==> src/rtl/pipreg_elastic.sv <==
// Elastic valid/ready pipeline-register chain with per-stage flush and bubble collapse.
// Optional performance counters are built when PIPREG_PERF_EN is defined.
module pipreg_elastic #(
    parameter int unsigned DATA_WIDTH = 32,
    parameter int unsigned NUM_STAGES = 1,
    parameter int unsigned CNT_WIDTH  = 32
) (
    input  logic                                  clock,
    input  logic                                  reset,
    input  logic                                  in_valid,
    output logic                                  in_ready,
    input  logic [DATA_WIDTH-1:0]                 in_data,
    output logic                                  out_valid,
    input  logic                                  out_ready,
    output logic [DATA_WIDTH-1:0]                 out_data,
    input  logic [NUM_STAGES-1:0]                 flush_mask,
    output logic [$clog2(NUM_STAGES+1)-1:0]       occupancy,
    output logic [CNT_WIDTH-1:0]                  perf_stall_cnt,
    output logic [CNT_WIDTH-1:0]                  perf_flush_cnt
);

    localparam int unsigned OCC_W = $clog2(NUM_STAGES + 1);
    localparam int unsigned LAST  = NUM_STAGES - 1;

    logic [NUM_STAGES-1:0] v;
    logic [DATA_WIDTH-1:0] d   [NUM_STAGES];
    logic [DATA_WIDTH-1:0] src [NUM_STAGES];
    logic [NUM_STAGES-1:0] stage_ready;
    logic [NUM_STAGES-1:0] snd;
    logic [NUM_STAGES-1:0] rcv;
    logic [OCC_W-1:0]      v_cnt;

    // Ready chain walked from the output end; a stage is open if empty, flushed or draining.
    always_comb begin : ready_chain
        logic rdy;
        rdy         = out_ready;
        stage_ready = '0;
        snd         = '0;
        for (int k = int'(NUM_STAGES) - 1; k >= 0; k--) begin
            snd[k]         = v[k] & ~flush_mask[k] & rdy;
            rdy            = ~v[k] | flush_mask[k] | rdy;
            stage_ready[k] = rdy;
        end
    end

    // Stage 0 is fed by the upstream handshake, every later stage by its predecessor.
    always_comb begin
        rcv    = '0;
        rcv[0] = in_valid & stage_ready[0];
        src[0] = in_data;
        for (int k = 1; k < int'(NUM_STAGES); k++) begin
            rcv[k] = snd[k-1];
            src[k] = d[k-1];
        end
    end

    always_comb begin
        v_cnt = '0;
        for (int k = 0; k < int'(NUM_STAGES); k++) begin
            v_cnt = v_cnt + OCC_W'(v[k]);
        end
    end

    always_ff @(posedge clock) begin
        if (reset) begin
            v <= '0;
            for (int k = 0; k < int'(NUM_STAGES); k++) begin
                d[k] <= '0;
            end
        end else begin
            for (int k = 0; k < int'(NUM_STAGES); k++) begin
                if (rcv[k]) begin
                    v[k] <= 1'b1;
                    d[k] <= src[k];
                end else if (snd[k] | flush_mask[k]) begin
                    v[k] <= 1'b0;
                end
            end
        end
    end

    // Outputs are forced to their idle values while reset is held.
    assign in_ready  = reset | stage_ready[0];
    assign out_valid = ~reset & v[LAST] & ~flush_mask[LAST];
    assign out_data  = reset ? '0 : d[LAST];
    assign occupancy = reset ? '0 : v_cnt;

`ifdef PIPREG_PERF_EN
    localparam int unsigned SUM_W = CNT_WIDTH + 1;

    logic [OCC_W-1:0]     kill_cnt;
    logic [CNT_WIDTH-1:0] stall_q;
    logic [CNT_WIDTH-1:0] flush_q;
    logic [SUM_W-1:0]     flush_sum;

    always_comb begin
        kill_cnt = '0;
        for (int k = 0; k < int'(NUM_STAGES); k++) begin
            kill_cnt = kill_cnt + OCC_W'(v[k] & flush_mask[k]);
        end
    end

    assign flush_sum = {1'b0, flush_q} + SUM_W'(kill_cnt);

    // Saturating counters: stall cycles and live entries killed by flush.
    always_ff @(posedge clock) begin
        if (reset) begin
            stall_q <= '0;
            flush_q <= '0;
        end else begin
            if (in_valid & ~in_ready & ~(&stall_q)) begin
                stall_q <= stall_q + CNT_WIDTH'(1);
            end
            flush_q <= flush_sum[CNT_WIDTH] ? '1 : flush_sum[CNT_WIDTH-1:0];
        end
    end

    assign perf_stall_cnt = stall_q;
    assign perf_flush_cnt = flush_q;
`else
    assign perf_stall_cnt = '0;
    assign perf_flush_cnt = '0;
`endif

endmodule

==> config.mk <==
export PLATFORM = sky130hd
export DESIGN_NAME = pipreg_elastic
export DESIGN_NICKNAME = d
export VERILOG_FILES = /design/src/rtl/pipreg_elastic.sv
export SDC_FILE = /design/constraint.sdc
export NUM_CORES = 1
export LEC_CHECK = 0
export CAP_MARGIN = 20
export CORE_AREA = 2 2 76 78
export CTS_CLUSTER_DIAMETER = 50
export DETAILED_ROUTE_END_ITERATION = 12
export DIE_AREA = 0 0 78 80
export PLACE_DENSITY = 0.86
export SLEW_MARGIN = 20
export SYNTH_ARGS = -nofsm -noshare
export SYNTH_HDL_FRONTEND = slang
export SYNTH_SLANG_ARGS = --single-unit
==> constraint.sdc <==
create_clock -name clock -period 4.3 [get_ports clock]
set_input_delay 1.29 -clock clock [delete_from_list [all_inputs] [get_ports clock]]
set_output_delay 1.29 -clock clock [all_outputs]
set_load 0.005 [all_outputs]
==> results.py, run 1 <==
metrics = {
    "route": {
        "drt_wl_total_mm": 3.51,
        "firstDrtPassIters": 4,
        "drcViolationCount": 0,
        "wl_met3_um": 222,
        "dr_wl_met2_mm": 1.99,
        "routed_via_density": 3.81,
        "routedWlPerCell_um": 10.9,
        "ant_nets": 0,
        "vias": 1226,
        "highest_layer": "met4",
        "first_iter_violations": 79,
        "met1_length_mm": 1.26,
    },
    "timing": {
        "setup_ws_ps": 383,
        "tightest_slew_ps": 946,
        "finalCritPeriodShare": 0.911,
        "clock.fmax_mhz": 255,
        "hold_viol": 0,
        "rsz0062_at_grt": "false",
        "finalClockSkew_ps": 8.93,
        "tns_ps": 0,
        "slew_headroom": 0.367,
        "maxSlewViolCount": 0,
        "min_period_ps": 3920,
        "setup_violations": 0,
    },
    "cts": {
        "postCtsResizedCells": 0,
        "cts_buffers": 5,
        "root_buffer": "clkbuf_8",
        "clock_sinks": 33,
        "cts_buffer_depth": 2,
        "htreeDepth": 2,
        "cts_setup_buffers": 0,
        "clkTransAtPathRegs_ps": 70,
        "hold_buffers": 0,
        "clk_latency_ps": 280,
        "cts_tree": "built",
    },
    "run": {
        "maxCapViolCount": 0,
    },
    "logic_synthesis": {
        "yosysSeqAreaShare": 0.494,
        "async_flop_share": 0,
        "synth.top_cell.area_share": 0.484,
        "postSynthAreaPerCell_um2": 11.0,
        "synthFlopType": "edfxtp_1",
        "synth_edf_count": 32,
        "synth_seq_cells": 33,
        "synth_warnings": 0,
        "synthesis.area_um2": 1990,
        "synth.most_common_cell": "buf_4",
        "synth_common_cells": "64 x buf_4, 33 x nor2b_1, 32 x and3_1, 32 x edfxtp_1, 4 x buf_2",
        "netlist_top_cells_area": "edfxtp_1 48%, buf_4 24%, nor2b_1 10%",
        "yosys.cell_types.count": 16,
        "syn_inst": 180,
        "synth_top_area_cell": "edfxtp_1",
    },
    "setup_path": {
        "critPathRequiredTime_ps": 3010,
        "end_kind": "output pin",
        "criticalPathCategory": "primary input to output pin",
        "crit_path_max_fanout": 18,
        "crit_arrival_ps": 2630,
        "setup.worst_path.start_class": "primary input",
    },
    "grt": {
        "gr-total-overflow": 0,
        "grt_max_degree": 35,
        "grt_pass1_wl_mm": 5.13,
        "grt_pass1_vias": 1096,
        "antenna_found_initial": 0,
        "grtUsageTotal": 0.109,
    },
    "finish": {
        "regArea_um2": 981,
        "antenna_cells": 0,
        "multi_input_area_um2": 694,
        "final_layout_size_suffix_gt1_frac": 0.0480,
        "nNetsFinal": 286,
        "syn2layout_area_growth_pct": 29.7,
        "num-fill-cells": 504,
    },
    "floorplan": {
        "design.portCount": 136,
        "die-area_um2": 6240,
        "fp.dieW_um": 78,
        "fp.coreArea_um2": 5410,
        "fp-row-count": 27,
        "start_util": 0.368,
        "fp.dieH_um": 80,
    },
    "placed_design": {
        "hpwl_mm": 2.65,
        "portBuffers": 71,
        "place_congestion": 0.696,
        "place_ws_ps": 370,
    },
    "power": {
        "peakVddDrop_v": 0.000132,
        "p_per_area_nw_per_um2": 279,
        "cellLeakagePower_nw": 1.16,
    },
    "run_status": {
        "outcome": "finished clean",
    },
    "worst_hold_path": {
        "worst_hold_path_type": "flip-flop to flip-flop",
    },
}
-- cell families after synthesis --
| logic type | after synthesis | share of synthesized area |
|---|---|---|
| flops | 33 | 0.494 |
| compound gates | 2 | 0.00630 |
| buf+inv | 75 | 0.276 |
| other cells | 1 | 0.00189 |
| simple gates | 69 | 0.222 |
-- per-layer routing --
| layer | global-route usage | vias up |
|---|---|---|
| met3 | 0.0215 | 4 |
| met4 | 0.0684 | 0 |
| li1 | - | 609 |
| met5 | 0 | - |
| met1 | 0.111 | 557 |
| met2 | 0.202 | 56 |
-- worst max-delay path, stage by stage --
cell and delay, ps:
clkdlybuf4s50_1 450, buf_4 220, nor2b_1 150, clkdlybuf4s50_1 520
-- stage by stage --
stage / power (mW) / instance area (µm²) / std cells / hold slack, ps / utilization
6_report: 0.719 / 2580 / 322 / 899 / 0.477
3_3_place_gp: 0.508 / 2490 / 314 / 870 / 0.461
3_5_place_dp: 0.511 / 2490 / 314 / 889 / 0.461
2_1_floorplan: 0.483 / 2220 / 243 / 766 / -
4_1_cts: 0.729 / 2580 / 322 / 898 / 0.477
5_1_grt: 0.754 / 2580 / 322 / 992 / 0.477
-- path summary, 6_finish.rpt --
check	startpoint	endpoint	slack, ps	cells after the start
min	v$_SDFFE_PP0P_	v$_SDFFE_PP0P_	900	2
max	reset	out_data[31]	380	4
min reg2reg	v$_SDFFE_PP0P_	v$_SDFFE_PP0P_	900	2
max reg2reg	v$_SDFFE_PP0P_	d[0][13]$_SDFFCE_PN0P_	2520	2
-- power by group --
| group | leakage [nW] | internal [mW] | switching (mW) | total (mW) |
|---|---|---|---|---|
| Combinational | 0.757 | 0.0719 | 0.0487 | 0.121 |
| Clock | 0.0450 | 0.112 | 0.104 | 0.216 |
| Sequential | 0.359 | 0.378 | 0.00473 | 0.383 |
-- layout by cell type (no fill, tap or decap), drive strengths merged --
| master | netlist | final |
|---|---|---|
| or3b | 1 | 1 |
| clkdlybuf4s50 | 0 | 71 |
| nand2b | 1 | 1 |
| inv | 1 | 1 |
| clkinv | 0 | 2 |
| buf | 71 | 2 |
| clkbuf | 3 | 6 |
| and3 | 32 | 32 |
| edfxtp | 32 | 32 |
| nor2b | 34 | 34 |
| a21oi | 1 | 1 |
| dfxtp | 1 | 1 |
| nor3b | 1 | 1 |
| conb | 1 | 64 |
| a21o | 1 | 1 |
-- layout make-up --
type	count	share of cell area
flip-flops and latches	33	0.381
repair buffers	73	0.282
multi-input cells	135	0.269
well taps	72	0.0350
clock buffers	6	0.0282
clock inverters	2	0.00388
inverters	1	0.00146
-- registers in the layout (all words and copies together), names as in the netlist --
register,flops
v,1
d,32
No activity file was read; power rests on OpenSTA's default activity.
==> run 2: changes to the inputs <==
- PLACE_DENSITY: 0.86 -> default
- PLACE_DENSITY_LB_ADDON: default -> 0.3
==> run 2 against run 1 <==
Cell area up 0.34%. Power rose by 0.53%. Critical path depth is the same. Non-clock buffer count unchanged. Die area is the same. Combinational power is essentially flat. Maximum frequency increased by 0.15%. Sequential power about the same. Cell count unchanged. First-iteration DRC count down 35%. Largest power group unchanged.
==> results.py, run 2 (synthesis results as in run 1) <==
metrics = {
    "floorplan": {
        "die-area_um2": 6240,
        "start_util": 0.368,
        "fp.dieW_um": 78,
        "design.portCount": 136,
        "fp.dieH_um": 80,
        "fp.coreArea_um2": 5410,
        "fp-row-count": 27,
    },
    "setup_path": {
        "crit_arrival_ps": 2620,
        "timing.rr.start": "v$_SDFFE_PP0P_",
        "criticalPathCategory": "primary input to output pin",
        "end_kind": "output pin",
        "crit_path_top_delay_cell": "clkdlybuf4s50_1",
        "critical-path-max-stage-delay_ps": 520,
        "path_cells": "clkdlybuf4s50_1, buf_12, nor2b_1, clkdlybuf4s50_1",
        "setup.worst_path.start_class": "primary input",
        "critPathMostFrequentCell": "clkdlybuf4s50_1",
        "critPathRequiredTime_ps": 3010,
        "reg2reg_slack_ps": 2230,
        "r2r_end": "d[0][28]$_SDFFCE_PN0P_",
        "crit_path_max_fanout": 36,
        "reg2reg_depth": 3,
    },
    "timing": {
        "tns_ps": 0,
        "hold_viol": 0,
        "clock.fmax_mhz": 256,
        "setup_violations": 0,
        "min_period_ps": 3910,
        "finalCritPeriodShare": 0.910,
        "finalClockSkew_ps": 3.97,
        "slew_headroom": 0.305,
        "maxSlewViolCount": 0,
        "rsz0062_at_grt": "false",
        "tightest_slew_ps": 1040,
    },
    "route": {
        "ant_nets": 0,
        "routedWlPerCell_um": 11.1,
        "routed_via_density": 3.92,
        "drt_wl_total_mm": 3.59,
        "firstDrtPassIters": 4,
        "first_iter_violations": 51,
        "vias": 1262,
        "drcViolationCount": 0,
    },
    "cts": {
        "clkTransAtPathRegs_ps": 60,
        "cts_buffer_depth": 2,
        "clk_latency_ps": 280,
        "htreeDepth": 2,
        "cts_tree": "built",
        "clock_sinks": 33,
        "cts_buffers": 5,
        "hold_buffers": 0,
        "postCtsResizedCells": 0,
        "root_buffer": "clkbuf_8",
        "cts_setup_buffers": 0,
    },
    "finish": {
        "fin_cells": 322,
        "final_common_cell": "clkdlybuf4s50_1",
        "nNetsFinal": 286,
        "final_layout_size_suffix_gt1_frac": 0.0360,
        "largest_reg_flops": 32,
        "utilization": 0.478,
        "final_cell_mix": "71 x clkdlybuf4s50_1, 64 x conb_1, 33 x nor2b_1, 32 x and3_1, 32 x edfxtp_1",
        "antenna_cells": 0,
        "top_register": "d",
        "num-fill-cells": 531,
        "syn2layout_area_growth_pct": 30.2,
        "reg_top3": "d (32), v (1)",
    },
    "power": {
        "swShare": 0.217,
        "p_switching_mw": 0.157,
        "peakVddDrop_v": 0.000175,
        "power_mw": 0.723,
        "p_per_area_nw_per_um2": 280,
        "pwr-share-clk": 0.302,
        "sequentialPowerShare": 0.529,
        "p_int_mw": 0.566,
        "cellLeakagePower_nw": 1.16,
        "p_comb_frac": 0.169,
    },
    "run": {
        "maxCapViolCount": 0,
    },
    "placed_design": {
        "portBuffers": 71,
        "hpwl_mm": 2.53,
        "dp_cells": 314,
        "place_congestion": 0.633,
    },
    "worst_hold_path": {
        "min_from": "v$_SDFFE_PP0P_",
        "hold_depth": 2,
        "holdPathEnd": "v$_SDFFE_PP0P_",
        "worst_hold_path_type": "flip-flop to flip-flop",
    },
    "grt": {
        "gr-total-overflow": 0,
        "grt_pass1_wl_mm": 5.42,
        "grt_max_degree": 37,
        "antenna_found_initial": 0,
        "grt_pass1_vias": 1149,
        "grtUsageTotal": 0.113,
    },
    "run_status": {
        "outcome": "finished clean",
    },
}
-- run 2: layout make-up --
cell class                      count  area, µm²  share of cell area
Clock buffer                        8       80.1              0.0310
Multi-Input combinational cell    135        693               0.268
Sequential cell                    33        981               0.379
Timing Repair Buffer               73        738               0.285
Inverter                            1       3.75             0.00145
Tap cell                           72       90.1              0.0348
-- run 2: how the worst max path moves through the flow --
stage | startpoint | endpoint | slack (ps) | depth (start not counted)
after floorplan | reset | in_ready | 1170 | 3
after detailed placement | reset | out_data[14] | 380 | 4
final | reset | out_data[30] | 390 | 4
after CTS | reset | out_data[30] | 360 | 4
after global routing | reset | out_data[30] | 320 | 4
after global placement | reset | out_data[14] | 360 | 4
-- run 2: critical path, delay by kind of cell --
| family | cells | cell delay, ps |
|---|---|---|
| buffers and inverters | 3 | 1180 |
| AND/OR/NAND/NOR | 1 | 150 |
-- run 2: per-stage QoR --
step | hold WS (ps) | worst slack, ps | area (µm²)
after floorplan | 766 | 1170 | 2220
after global placement | 900 | 358 | 2510
after detailed placement | 905 | 375 | 2510
after CTS | 916 | 363 | 2590
after global routing | 983 | 316 | 2590
final | 902 | 388 | 2590
-- run 2: routing by layer --
layer,GRT usage,up-vias,part of all wire
met5,0,-,0
li1,-,605,-
met1,0.116,584,0.35
met2,0.216,66,0.55
met3,0.0260,7,0.076
met4,0.0579,0,0.020
-- run 2: power groups by stage --
stage          combinational [mW]  sequential, mW  clock, mW
2_1_floorplan              0.0948           0.388          0
3_3_place_gp                0.121           0.390          0
6_report                    0.122           0.383      0.218
4_1_cts                     0.123           0.383      0.224
5_1_grt                     0.136           0.386      0.234
3_5_place_dp                0.123           0.390          0
==> run 3: changes to the inputs <==
- SKIP_CTS_REPAIR_TIMING: default -> 1
==> results of run 3 <==
Final layout, timing and power as in run 2 (identical DEF).
==> RTL edit: new RTL, config.mk and constraints of run 3 <==
Add a define of `PIPREG_PERF_EN`.
--- a/src/rtl/pipreg_elastic.sv
+++ b/src/rtl/pipreg_elastic.sv
@@ -1,4 +1,6 @@
 // Elastic valid/ready pipeline-register chain with per-stage flush and bubble collapse.
 // Optional performance counters are built when PIPREG_PERF_EN is defined.
+`define PIPREG_PERF_EN
+
 module pipreg_elastic #(
     parameter int unsigned DATA_WIDTH = 32,
Function: changed (a bounded check fails within 4 cycles, from zero or initial values and one cycle with reset high).
==> RTL edit against run 3 <==
The run now fails in global placement (3_3_place_gp); area after synthesis grew 130%.
==> RTL edit: results (changes against run 3) <==
[run_status]
outcome = stopped before the end
stop_stage = global placement (3_3_place_gp)
error = [ERROR FLW-0024] Place density exceeds 1.0 (current PLACE_DENSITY_LB_ADDON =  0.3). Please check if the value of  PLACE_DENSITY_LB_ADDON is between 0 and 0.99.

[synthesis]
yosys_warnings = 0  ; unchanged
synth_area_leaders = dfxtp_1, edfxtp_1, nor2b_1
synthMuxAreaShare_pct = 0.953  ; +0.95 points
synth-compound-area-share_pct = 11.7  ; +11 points
synthAdderAreaFrac_pct = 0.817  ; +0.82 points
yosys-top-cells-count = dfxtp_1, a21oi_1, nor2b_1, and2_1, edfxtp_1
async_flop_share_pct = 0  ; unchanged
synth_nets = 501
yosys.area_share.xor_xnor_pct = 5.91  ; +5.9 points
ys_ff_latch = 97  ; +190%
synth_cell_types = 53  ; +37
ys_seq_area_share_pct = 49.3  ; -0.12 points
synth_edf_count = 32  ; unchanged
synthCells = 461  ; +160%

[placed_design]
portBuffers = 135  ; +90%

[floorplan]
die_w_um = 78  ; unchanged

-- RTL edit: cell count changes after synthesis, sizes merged, moves of 23 or more --
| cell | before | now |
|---|---|---|
| buf | 71 | 4 |
| dfxtp | 1 | 65 |
| a21oi | 1 | 44 |
| and2 | 0 | 35 |
| and3 | 32 | 9 |
| nor2 | 0 | 23 |
-- RTL edit: cells by family after synthesis --
logic type               count (synthesis)
AO/OA/AOI/OAI                           84
multiplexers                             4
flip-flops                              97
AND/OR/NAND/NOR                        212
adder cells (fa/ha/maj)                  3
XOR/XNOR                                31
buffers and inverters                   30
